<file path="config.mk">
export PLATFORM = sky130hd
export DESIGN_NAME = fpmul_result_collector
export DESIGN_NICKNAME = d
export VERILOG_FILES = /design/src/rtl/fpmul_result_collector_pkg.sv /design/src/rtl/fpmul_result_collector_sat_counter.sv /design/src/rtl/fpmul_result_collector.sv
export SDC_FILE = /design/constraint.sdc
export NUM_CORES = 1
export LEC_CHECK = 0
export ABC_AREA = 1
export BUFFER_PORTS_ARGS = -buffer_cell sky130_fd_sc_hd__buf_2
export CORE_MARGIN = 10
export CORE_UTILIZATION = 55
export DETAILED_ROUTE_END_ITERATION = 10
export GPL_TIMING_DRIVEN = 0
export HOLD_SLACK_MARGIN = 0.02
export PLACE_DENSITY = 0.73
export RECOVER_POWER = 100
export SYNTH_ARGS = -nofsm -noshare
export SYNTH_HDL_FRONTEND = slang
export SYNTH_SLANG_ARGS = --single-unit
</file>
<file path="constraint.sdc">
create_clock -name clk -period 3.25 [get_ports clk]
set_input_delay 0.65 -clock clk [delete_from_list [all_inputs] [get_ports clk]]
set_output_delay 0.65 -clock clk [all_outputs]
set_load 0.02 [all_outputs]
</file>
<file path="src/rtl/fpmul_result_collector_pkg.sv">
// Shared types and constants for the FP multiplier result collector.
package fpmul_result_collector_pkg;

  localparam int unsigned ST_ZERO    = 0;
  localparam int unsigned ST_INF     = 1;
  localparam int unsigned ST_NAN     = 2;
  localparam int unsigned ST_TINY    = 3;
  localparam int unsigned ST_HUGE    = 4;
  localparam int unsigned ST_INEXACT = 5;

  localparam logic [31:0] CANON_QNAN = 32'h7FC0_0000;

  typedef struct packed {
    logic [31:0] z;
    logic [0:7]  status;
  } fpmul_result_t;

endpackage

</file>
<file path="src/rtl/fpmul_result_collector_sat_counter.sv">
// Saturating event counter with synchronous clear taking priority over increment.
module fpmul_result_collector_sat_counter #(
  parameter int unsigned W = 16
) (
  input  logic         clk,
  input  logic         rst_n,
  input  logic         inc,
  input  logic         clr,
  output logic [W-1:0] q
);

  logic [W-1:0] r_q;

  always_ff @(posedge clk or negedge rst_n) begin
    if (!rst_n) begin
      r_q <= '0;
    end else if (clr) begin
      r_q <= '0;
    end else if (inc && (r_q != '1)) begin
      r_q <= r_q + W'(1);
    end
  end

  assign q = r_q;

endmodule

</file>
<file path="src/rtl/fpmul_result_collector.sv">
// Result FIFO plus saturating status counters behind the FP multiplier.
// Optional build macro FPMUL_COLLECT_NAN_CANON_EN canonicalises stored NaN results.
module fpmul_result_collector
  import fpmul_result_collector_pkg::*;
#(
  parameter int unsigned DEPTH = 4,
  parameter int unsigned CNT_W = 16
) (
  input  logic                     clk,
  input  logic                     rst_n,
  input  logic                     in_valid,
  input  logic [31:0]              in_z,
  input  logic [0:7]               in_status,
  output logic                     out_valid,
  input  logic                     out_ready,
  output logic [31:0]              out_z,
  output logic [0:7]               out_status,
  output logic [$clog2(DEPTH):0]   fill,
  output logic                     overflow,
  input  logic [2:0]               cnt_sel,
  output logic [CNT_W-1:0]         cnt_q,
  input  logic                     clr
);

  localparam int unsigned PTR_W  = $clog2(DEPTH);
  localparam int unsigned FILL_W = PTR_W + 1;

  fpmul_result_t    r_mem [DEPTH];
  fpmul_result_t    r_head;
  fpmul_result_t    w_head_nxt;
  fpmul_result_t    w_push_data;
  logic [PTR_W-1:0] r_wr_ptr;
  logic [PTR_W-1:0] r_rd_ptr;
  logic [PTR_W-1:0] w_rd_nxt;
  logic [FILL_W-1:0] r_fill;
  logic [FILL_W-1:0] w_fill_nxt;
  logic             r_out_valid;
  logic             r_overflow;
  logic             w_full;
  logic             w_pop;
  logic             w_push;
  logic             w_drop;
  logic [CNT_W-1:0] w_cnt [8];

  assign w_full = (r_fill == FILL_W'(DEPTH));
  assign w_pop  = r_out_valid & out_ready;
  assign w_push = in_valid & (~w_full | w_pop);
  assign w_drop = in_valid & w_full & ~w_pop;

  always_comb begin
    w_push_data.z      = in_z;
    w_push_data.status = in_status;
`ifdef FPMUL_COLLECT_NAN_CANON_EN
    if (in_status[ST_NAN]) begin
      w_push_data.z = CANON_QNAN;
    end
`endif
  end

  // Next head is forwarded from the push when the FIFO is otherwise empty after the pop.
  always_comb begin
    w_rd_nxt   = w_pop ? (r_rd_ptr + PTR_W'(1)) : r_rd_ptr;
    w_fill_nxt = r_fill;
    w_head_nxt = '0;
    case ({w_push, w_pop})
      2'b10:   w_fill_nxt = r_fill + FILL_W'(1);
      2'b01:   w_fill_nxt = r_fill - FILL_W'(1);
      default: w_fill_nxt = r_fill;
    endcase
    if (w_fill_nxt != '0) begin
      if (w_push && (r_wr_ptr == w_rd_nxt)) begin
        w_head_nxt = w_push_data;
      end else begin
        w_head_nxt = r_mem[w_rd_nxt];
      end
    end
  end

  always_ff @(posedge clk) begin
    if (w_push) begin
      r_mem[r_wr_ptr] <= w_push_data;
    end
  end

  always_ff @(posedge clk or negedge rst_n) begin
    if (!rst_n) begin
      r_wr_ptr    <= '0;
      r_rd_ptr    <= '0;
      r_fill      <= '0;
      r_out_valid <= 1'b0;
      r_head      <= '0;
      r_overflow  <= 1'b0;
    end else begin
      if (w_push) begin
        r_wr_ptr <= r_wr_ptr + PTR_W'(1);
      end
      r_rd_ptr    <= w_rd_nxt;
      r_fill      <= w_fill_nxt;
      r_out_valid <= (w_fill_nxt != '0);
      r_head      <= w_head_nxt;
      if (clr) begin
        r_overflow <= 1'b0;
      end else if (w_drop) begin
        r_overflow <= 1'b1;
      end
    end
  end

  assign out_valid  = r_out_valid;
  assign out_z      = r_head.z;
  assign out_status = r_head.status;
  assign fill       = r_fill;
  assign overflow   = r_overflow;

  fpmul_result_collector_sat_counter #(.W(CNT_W)) u_cnt_zero (
    .clk(clk), .rst_n(rst_n), .inc(in_valid & in_status[ST_ZERO]), .clr(clr), .q(w_cnt[0])
  );
  fpmul_result_collector_sat_counter #(.W(CNT_W)) u_cnt_inf (
    .clk(clk), .rst_n(rst_n), .inc(in_valid & in_status[ST_INF]), .clr(clr), .q(w_cnt[1])
  );
  fpmul_result_collector_sat_counter #(.W(CNT_W)) u_cnt_nan (
    .clk(clk), .rst_n(rst_n), .inc(in_valid & in_status[ST_NAN]), .clr(clr), .q(w_cnt[2])
  );
  fpmul_result_collector_sat_counter #(.W(CNT_W)) u_cnt_tiny (
    .clk(clk), .rst_n(rst_n), .inc(in_valid & in_status[ST_TINY]), .clr(clr), .q(w_cnt[3])
  );
  fpmul_result_collector_sat_counter #(.W(CNT_W)) u_cnt_huge (
    .clk(clk), .rst_n(rst_n), .inc(in_valid & in_status[ST_HUGE]), .clr(clr), .q(w_cnt[4])
  );
  fpmul_result_collector_sat_counter #(.W(CNT_W)) u_cnt_inexact (
    .clk(clk), .rst_n(rst_n), .inc(in_valid & in_status[ST_INEXACT]), .clr(clr), .q(w_cnt[5])
  );
  // Counts every valid result, whether it was stored or dropped.
  fpmul_result_collector_sat_counter #(.W(CNT_W)) u_cnt_valid (
    .clk(clk), .rst_n(rst_n), .inc(in_valid), .clr(clr), .q(w_cnt[6])
  );
  assign w_cnt[7] = '0;

  assign cnt_q = w_cnt[cnt_sel];

endmodule

</file>
==> metrics, run 1 <==
crit-path most repeated cell clkbuf_1; CTS tree built; Mapped Avg Cell Area 8.27 um2; Reg area 0.00883 mm2; failing checks max-capacitance violations, max-slew violations; crit path cell chain clkbuf_1 > clkbuf_2 > clkbuf_1 > a21oi_1 > a32oi_1 > clkbuf_1; Slew Limit Headroom -0.754; status finished, violations left; Final Instance Area 0.0185 mm2; starting density of the core 0.557; CP delay by family, top buffers and inverters; vias in the first global route 14,100; VDD IR-drop max 0.392 mV; area of the multi-input gates 0.00661 mm2; Fillers 2,620; EDFF count, synth 160; Combinational Power Share 0.352; worst path bufs/invs 4; yosys synthesis warning count 0; critical path's slowest cell clkbuf_1; ratio of final minimum period to clock period 0.946; drt via density 5.72; H-Tree Depth 2; I/O Buffers 105; critical path class in2out; largest net degree at the start of global routing 114; Rows 63; cell-internal power 8.54 mW; Detail Route Antenna Nets 0; IO Count 109; Hold WC Path Type in2reg; Fin Hold WS 0.433 ns; Worst Tran Pin Value 2.63 ns; sequential cell fraction of total power 0.378; Layout area overhead 12.4%; unrepaired setup endpoints after global routing no; 1st-iter DRT viols 1,440; clock share of power 0.270; pre-CTS setup slack 0.191 ns; hold_buf cts 0; Worst R2R End out_z[31]$_DFF_PN0_; max cap viols 1; Synth top area share 0.292; total number of vias 14,600; core footprint 0.0296 mm2; ys async rst share 0.502; clk slew on worst S/H paths 0.06 ns; top cell types by occurrence after synthesis 578 x nand2_1, 316 x nand3_1, 161 x dfrtp_1; gp weighted congestion 0.955; Seq cells post-synth 321; Critical Path Source Type input pin; Post-Route WL 48,100 um; die width 193 um; R2R cell count 11; Yosys top cell by area edfxtp_1; CP required 2.60 ns; Post-Place Cells 2,491; final hold vios 0; Die ar. 0.0373 mm2; final setup fails 0; Switch Pwr 5.49 mW; CTS buffer count 36; clock sinks 321; global-route wire length before repair 75,700 um; post-layout minimum cycle time 3.07 ns; Peak Freq 325 MHz; worst hold start in_z[22]; worst hold path cell count 1; Worst-Skew Late Latency 0.52 ns; syn nets 2,051; FF-to-FF Start out_valid$_DFF_PN0_; synth unique cells 35; r2r setup slk 0.24 ns; Worst path max stage delay 0.39 ns; register area share after synthesis 0.536; Worst Hold End r_mem[1][30]$_DFFE_PP_; most numerous cell in the Yosys netlist nand2_1; initial antenna violation count 2; routed len/inst 18.8 um; Worst Path Arrival 2.42 ns; Remaining DRCs 0; clk root buf clkbuf_16; Overflow after GRT 0; die height 193 um; top cells by area in the synthesized netlist edfxtp_1 29%, dfrtp_1 24%, nand2_1 13%, nand3_1 9.6%, nor2_1 3.6%; clock buffer depth 3; Final Non-Filler Cells 2,557; pwr/cell area 758 mW/mm2; fin. max-slew vios 49; Syn Inst Count 1,991; largest fanout on the critical path 10; Post-Syn Area 0.0165 mm2; drt pass-1 iters 6; PnR Total Power 14.0 mW; switching power share of the total 0.392; Area after DPL 0.0176 mm2; hpwl dp 33,000 um; GRT Resource Usage Total 0.255; critical path capture point type output pin; Worst Skew 0.0144 ns; NumNets Final 2,199; Pleak 7.98 nW; Setup WS post-layout 0.176 ns; ys flop type dfrtp_1; layout cell share with drive strength beyond 1 0.0406
[power by group through the flow]
stage	Sequential, mW	Combinational (mW)	Clock [mW]
floorplan	5.71	2.92	0
global placement	5.38	4.79	0
detailed placement	5.35	4.99	0
CTS	5.28	5.05	3.84
global route	5.36	5.47	4.01
finish	5.30	4.94	3.79
[layout by cell type, fill, tap and decap left out, types with 2 or more instances in the layout]
master	n
a32oi_1	12
and2_1	2
nand4_1	86
nor2_2	5
inv_2	6
clkbuf_16	36
buf_12	2
xnor2_1	3
buf_2	13
clkbuf_2	3
ha_1	11
nor3_2	2
edfxtp_1	160
buf_1	12
or2_2	5
clkbuf_1	185
nand2_1	581
nand3b_1	12
a31oi_1	4
xor2_1	37
diode_2	2
a21oi_1	48
nor2_1	158
dfrtp_1	161
nand3_1	316
o21ai_0	87
nor3_1	23
clkinv_1	4
clkinv_2	9
buf_16	2
inv_1	160
o21bai_1	7
[flip-flops by register name (all words and copies together), names as in the netlist, 3 cells and up]
register and flops:
r_mem 160, out_z 32, u_cnt_huge.q 16, u_cnt_inexact.q 16, u_cnt_inf.q 16, u_cnt_nan.q 16, u_cnt_tiny.q 16, u_cnt_valid.q 16
u_cnt_zero.q 16, out_status 8, fill 3
[worst register-to-register path: cells and delay by family (launching register included)]
| family | cells | cell delay (ns) |
|---|---|---|
| AND/OR/NAND/NOR | 10 | 2.12 |
| flip-flops | 1 | 0.46 |
| buffers and inverters | 1 | 0.32 |
[stage by stage]
step / utilization / setup TNS (ns)
finish: 0.626 / 0
global route: 0.626 / 0
CTS: 0.633 / 0
detailed placement: 0.597 / 0
global placement: 0.592 / -426.87
floorplan: - / 0
[cell type report]
type	instances	area share
diodes	2	0.000270
multi-input cells	1407	0.357
well taps	390	0.0264
inverters	166	0.0337
clock buffers	47	0.0509
flip-flops and latches	321	0.477
clock inverters	17	0.00669
plain buffers	97	0.0204
repair buffers	110	0.0273
[routing by layer]
metal / wire length (um) / GRT usage
met1: 20000 / 0.337
met2: 22400 / 0.419
met3: 4280 / 0.0415
met4: 1330 / 0.0891
met5: 0 / 0
[cells by family after synthesis]
| family | synth area share |
|---|---|
| compound gates | 0.0538 |
| xor+xnor | 0.0213 |
| buf+inv | 0.0615 |
| fa+ha+maj | 0.00957 |
| simple gates | 0.318 |
| flops | 0.536 |
[worst max-delay path by stage]
stage / start / to / slack (ns) / depth (start not counted)
after global routing: out_valid$_DFF_PN0_ / r_mem[2][39]$_DFFE_PP_ / 0.07 / 5
after detailed placement: cnt_sel[1] / cnt_q[2] / 0.19 / 6
after CTS: cnt_sel[1] / cnt_q[2] / 0.18 / 6
after global placement: out_ready / r_mem[2][23]$_DFFE_PP_ / -1.55 / 5
after floorplan: in_valid / r_mem[0][0]$_DFFE_PP_ / 0.09 / 3
final: cnt_sel[1] / cnt_q[2] / 0.18 / 6
[repair_timing]
action / in CTS / in global routing
resized for setup: 0 / 2
setup endpoints to repair: 0 / 1
setup buffers: 0 / 0
(Power assumes the default switching activity.)
==> run 2, diff against run 1 <==
- CORE_MARGIN: 10 -> default
- CORE_UTILIZATION: 55 -> 36
- PLACE_DENSITY: 0.73 -> 0.61
==> run 2 against run 1 <==
  * The flow now finishes without violations
  * Wire length grew 1.6%
  * Clock skew grew 0.0019 ns
  * Count of clock-buffer cells in the layout grew 4
  * Critical endpoint is now cnt_q[6]
  * Register-to-register slack is essentially flat
  * Power grew 3.7%
  * Largest power group unchanged
  * Critical path depth grew 2
  * Sequential power is essentially flat
  * Flip-flop and latch count is the same
  * Clock power grew 15%
  * First-iteration DRC count shrank 2.5%
==> metrics, run 2 (synthesis results as in run 1) <==
CP delay by family, top buffers and inverters; 1st-iter DRT viols 1,404 (-2.5%); worst hold path cell count 1 (unchanged); Fillers 4,590 (+75%); VDD IR-drop max 0.574 mV (+47%); Critical Path Source Type input pin; Antenna diodes 0 (-2); starting density of the core 0.364 (-0.194); max reg flops 160 (unchanged); Setup WS post-layout 0.129 ns (-0.0465 ns); drt pass-1 iters 6 (unchanged); global-route wire length before repair 75,500 um (-0.27%); Worst Tran Pin Value 1.37 ns (-1.26 ns); total number of vias 14,400 (-1.4%); pre-CTS setup slack 0.146 ns (-0.0446 ns); fin util 0.419 (-0.208); worst hold start in_z[21]; post-layout minimum cycle time 3.12 ns (+0.0465 ns); layout cell share with drive strength beyond 1 0.0447 (+0.00407); clk root buf clkbuf_16; sequential cell fraction of total power 0.365 (-0.013); Hold WC Path Type in2reg; H-Tree Depth 2 (unchanged); largest net degree at the start of global routing 114 (unchanged); fin. max-slew vios 0 (-100%); Peak Freq 320 MHz (-1.5%); Worst Path Arrival 2.47 ns (+0.05 ns); Pleak 8.07 nW (+1.2%); hpwl dp 33,300 um (+1.1%); die width 216 um (+12%); Worst path max stage delay 0.41 ns (+0.02 ns); CP required 2.60 ns (about the same); Combinational Power Share 0.335 (-0.017); Remaining DRCs 0 (unchanged); Rows 78 (+24%); critical path capture point type output pin; Final Non-Filler Cells 2,769 (+8.3%); Worst R2R End r_mem[3][12]$_DFFE_PP_; Worst Skew 0.0163 ns (+0.00186 ns); register bank with the most flops r_mem; PnR Total Power 14.6 mW (+3.7%); R2R cell count 5 (-6); routed len/inst 17.6 um (-6.2%); FF-to-FF Start out_valid$_DFF_PN0_; worst path bufs/invs 4 (unchanged); Worst-Skew Late Latency 0.56 ns (+0.04 ns); final hold vios 0 (unchanged); Worst Hold End r_mem[1][29]$_DFFE_PP_; final setup fails 0 (unchanged); NumNets Final 2,201 (+0.091%); initial antenna violation count 1 (-1); r2r setup slk 0.24 ns (about the same); vias in the first global route 13,400 (-5.3%); max cap viols 0 (-1); die height 216 um (+12%); critical path's slowest cell o21ai_0; critical path class in2out; CTS tree built; commonest cells after routing, fill and taps aside 581 x nand2_1, 316 x nand3_1, 182 x clkbuf_1; clock sinks 321 (unchanged); CTS buffer count 37 (+2.8%); CP startpoint cnt_sel[0]; clock share of power 0.300 (+0.030); commonest non-fill, non-tap cell in the layout nand2_1; unrepaired setup endpoints after global routing no; clock buffer depth 3 (unchanged); gp weighted congestion 0.928 (-2.8%); drt via density 5.21 (-9.0%); Layout area overhead 15.1%; core footprint 0.0453 mm2 (+53%); crit path cell chain clkbuf_1 > inv_2 > clkbuf_1 > nor2_1 > o21ai_0 > nor2_1 > a31oi_1 > buf_2; I/O Buffers 105 (unchanged); GRT Resource Usage Total 0.207 (-0.0480); clk slew on worst S/H paths 0.06 ns (about the same); IO Count 109 (unchanged); Post-Place Cells 2,701 (+8.4%); Reg area 0.00883 mm2 (unchanged); Slew Limit Headroom 0.0848 (+0.839); Fin Hold WS 0.394 ns (-0.0388 ns); Die ar. 0.0466 mm2 (+25%); ratio of final minimum period to clock period 0.960 (+0.0143); pwr/cell area 768 mW/mm2 (+1.3%); switching power share of the total 0.381 (-0.0110); Overflow after GRT 0 (unchanged); cell-internal power 9.02 mW (+5.6%); Detail Route Antenna Nets 0 (unchanged); largest fanout on the critical path 10 (unchanged); area of the multi-input gates 0.00661 mm2 (unchanged); status finished, final reports clean; Switch Pwr 5.54 mW (+0.81%); Post-Route WL 48,900 um (+1.6%)
==> run 2: worst max path at each step <==
stage / end / slack (ns) / depth (start not counted)
after detailed placement: cnt_q[2] / 0.15 / 6
after global placement: r_mem[2][12]$_DFFE_PP_ / -1.70 / 5
final: cnt_q[6] / 0.13 / 8
after global routing: r_mem[3][4]$_DFFE_PP_ / 0.06 / 5
after floorplan: r_mem[0][0]$_DFFE_PP_ / 0.09 / 3
after CTS: cnt_q[2] / 0.13 / 6
==> run 2: what timing repair did <==
| item | 4_1_cts | 5_1_grt |
|---|---|---|
| buffers inserted | 0 | 0 |
| setup endpoints to repair | 0 | 5 |
| hold endpoints to repair | 45 | 0 |
| gates resized for setup | 0 | 2 |
| hold buffers | 1 | 0 |
==> run 2: layout make-up <==
class,instances,area share
Tap cell,600,0.0396
Timing Repair Buffer,111,0.0257
Sequential cell,321,0.466
Inverter,166,0.0329
Buffer,97,0.0200
Multi-Input combinational cell,1407,0.349
Clock inverter,16,0.0134
Clock buffer,51,0.0537
==> run 2: worst reg2reg max path, cell delays in order (launching register included) <==
cell and delay, ns:
dfrtp_1 0.47, nand2_1 0.13, nand4_1 0.12, nand2_1 0.25
nor2_2 0.95, buf_2 0.71
==> run 2: metal layers <==
metal | up-vias | share of wire | global-route usage
li1 | 6975 | - | -
met1 | 6831 | 0.45 | 0.285
met5 | - | 0.00027 | 0
met2 | 524 | 0.45 | 0.325
met3 | 91 | 0.061 | 0.0310
met4 | 2 | 0.032 | 0.0840
==> run 2: through the flow <==
stage / setup TNS [ns] / instance area (um2)
6_report: 0 / 19000
3_3_place_gp: -460.78 / 17800
2_1_floorplan: 0 / 16500
5_1_grt: 0 / 19000
3_5_place_dp: 0 / 17900
4_1_cts: 0 / 19200
==> run 2: power groups by stage <==
stage / clock, mW / combinational [mW] / sequential (mW)
floorplan: 0 / 2.92 / 5.71
global placement: 0 / 4.84 / 5.40
detailed placement: 0 / 5.01 / 5.37
CTS: 4.46 / 5.03 / 5.29
global route: 4.60 / 5.40 / 5.37
finish: 4.36 / 4.88 / 5.31
==> run 3, diff against run 2 <==
- CORE_UTILIZATION: 36 -> 40
- PLACE_DENSITY: 0.61 -> 0.66
==> run 3 against run 2 <==
  * Setup slack got worse by 0.090 ns
  * Cell count shrank 2.7%
  * First-iteration DRC count decreased by 22%
  * The run now ends with max-capacitance violations, max-slew violations left
  * Via count barely moved
  * Highest routed layer unchanged
  * Wire length down 2.3%
  * Clock power decreased by 2%
  * Power fell by 1.2%
  * Global-route usage is 2.2 points higher
  * Largest power group unchanged
  * Non-clock buffer count stayed put
==> metrics, run 3 (synthesis results as in run 1) <==
status finished, violations left; failing checks max-capacitance violations, max-slew violations; max cap viols 1 (+1); critical path capture point type output pin; FF-to-FF Start out_valid$_DFF_PN0_; VDD IR-drop max 0.382 mV (-34%); IO Count 109 (unchanged); die height 205 um (-5.1%); clk root buf clkbuf_16; Post-Route WL 47,800 um (-2.3%); Fillers 3,963 (-14%); Layout area overhead 14.3%; I/O Buffers 105 (unchanged); clk slew on worst S/H paths 0.06 ns (about the same); clock share of power 0.297 (-0.003); starting density of the core 0.410 (+0.0461); core footprint 0.0402 mm2 (-11%); Worst Tran Pin Value 1.60 ns (+0.225 ns); global-route wire length before repair 74,700 um (-1.1%); max reg flops 160 (unchanged); ratio of final minimum period to clock period 0.988 (+0.0278); largest net degree at the start of global routing 117 (+2.6%); final setup fails 0 (unchanged); drt pass-1 iters 5 (-1); Overflow after GRT 0 (unchanged); Switch Pwr 5.44 mW (-1.7%); Rows 73 (-6.4%); commonest cells after routing, fill and taps aside 581 x nand2_1, 316 x nand3_1, 182 x clkbuf_1; worst hold start in_z[29]; gp weighted congestion 0.958 (+3.2%); Detail Route Antenna Nets 0 (unchanged); final hold vios 0 (unchanged); H-Tree Depth 2 (unchanged); Slew Limit Headroom -0.0693 (-0.154); Pleak 8.07 nW (about the same); PnR Total Power 14.4 mW (-1.2%); pwr/cell area 763 mW/mm2 (-0.55%); CP startpoint cnt_sel[1]; Hold WC Path Type in2reg; area of the multi-input gates 0.00661 mm2 (about the same); hpwl dp 33,100 um (-0.49%); die width 205 um (-5.1%); switching power share of the total 0.378 (-0.00209); Combinational Power Share 0.334 (about the same); sequential cell fraction of total power 0.370 (+0.005); Antenna diodes 0 (unchanged); Worst Skew 0.0203 ns (+0.00398 ns); Final Non-Filler Cells 2,695 (-2.7%); clock buffer depth 3 (unchanged); layout cell share with drive strength beyond 1 0.0447 (about the same); total number of vias 14,400 (+0.055%); CTS buffer count 37 (unchanged); GRT Resource Usage Total 0.229 (+0.0221); Die ar. 0.0420 mm2 (-9.9%); CP required 2.60 ns (about the same); Worst-Skew Late Latency 0.56 ns (about the same); NumNets Final 2,201 (unchanged); drt via density 5.35 (+2.8%); Remaining DRCs 0 (unchanged); register bank with the most flops r_mem; Critical Path Source Type input pin; fin. max-slew vios 16 (+16); cell-internal power 8.94 mW (-0.85%); CTS tree built; clock sinks 321 (unchanged); Peak Freq 311 MHz (-2.8%); initial antenna violation count 2 (+1); critical path class in2out; 1st-iter DRT viols 1,097 (-22%); Post-Place Cells 2,626 (-2.8%); post-layout minimum cycle time 3.21 ns (+0.0903 ns); Worst Path Arrival 2.56 ns (+0.09 ns); Reg area 0.00883 mm2 (unchanged); unrepaired setup endpoints after global routing no; routed len/inst 17.7 um (+0.43%); largest fanout on the critical path 10 (unchanged); number of setup buffers added after CTS 0 (unchanged); vias in the first global route 13,600 (+1.7%); commonest non-fill, non-tap cell in the layout nand2_1
run 3: changes by cell type in the layout (fill, tap and decap cells not counted), sizes merged:
cell,delta
bufinv,-2
buf,-2
clkinv,-1
clkbuf,+6
run 3: final cells by class:
class                   instances  area share
clock buffers                  55      0.0570
flip-flops and latches        321       0.469
well taps                     525      0.0349
plain buffers                  97      0.0201
multi-input cells            1407       0.351
repair buffers                111      0.0251
inverters                     166      0.0331
clock inverters                13      0.0100
run 3: worst paths after layout:
check | to | slack (ns) | depth (start not counted)
min in group asynchronous | out_z[18]$_DFF_PN0_ | 0.92 | 2
max in group asynchronous | u_cnt_nan.q[7]$_DFFE_PN0P_ | 0.60 | 3
setup reg to reg | r_mem[1][1]$_DFFE_PP_ | 0.19 | 5
hold reg to reg | u_cnt_huge.q[15]$_DFFE_PN0P_ | 0.52 | 2
hold / removal | r_mem[2][37]$_DFFE_PP_ | 0.40 | 1
setup / recovery | cnt_q[5] | 0.04 | 7
run 3: per-layer routing:
metal,GRT usage,wire [um],vias up
met5,0,30,-
met4,0.0844,1480,4
met3,0.0353,3280,101
met2,0.370,22100,518
met1,0.310,20900,6830
li1,-,-,6978
run 3: what timing repair did:
item	in CTS	in global routing
hold buffers	1	0
gates resized for setup	0	2
setup endpoints to repair	0	7
hold endpoints to repair	27	0
run 3: critical path, stage by stage:
cell and delay [ns]:
clkbuf_1 0.33, clkbuf_1 0.41, o21ai_0 0.17, o21ai_0 0.35, nor2_1 0.07, a31oi_1 0.32, clkbuf_2 0.24
run 3: stage by stage:
stage	instance area [um2]	hold slack (ns)	util	worst slack, ns	setup TNS (ns)
after floorplan	16500	0.354	-	0.0874	0
after global placement	17700	0.483	0.439	-1.61	-434.29
after detailed placement	17800	0.497	0.443	0.0775	0
after CTS	19100	0.302	0.475	0.0695	0
after global routing	18800	0.405	0.469	0.0370	0
final	18800	0.396	0.469	0.0391	0
run 3: power groups by stage:
stage / sequential (mW) / combinational [mW] / clock [mW]
after floorplan: 5.71 / 2.92 / 0
after global placement: 5.40 / 4.79 / 0
after detailed placement: 5.37 / 4.96 / 0
after CTS: 5.30 / 4.98 / 4.35
after global routing: 5.37 / 5.38 / 4.50
final: 5.32 / 4.80 / 4.27
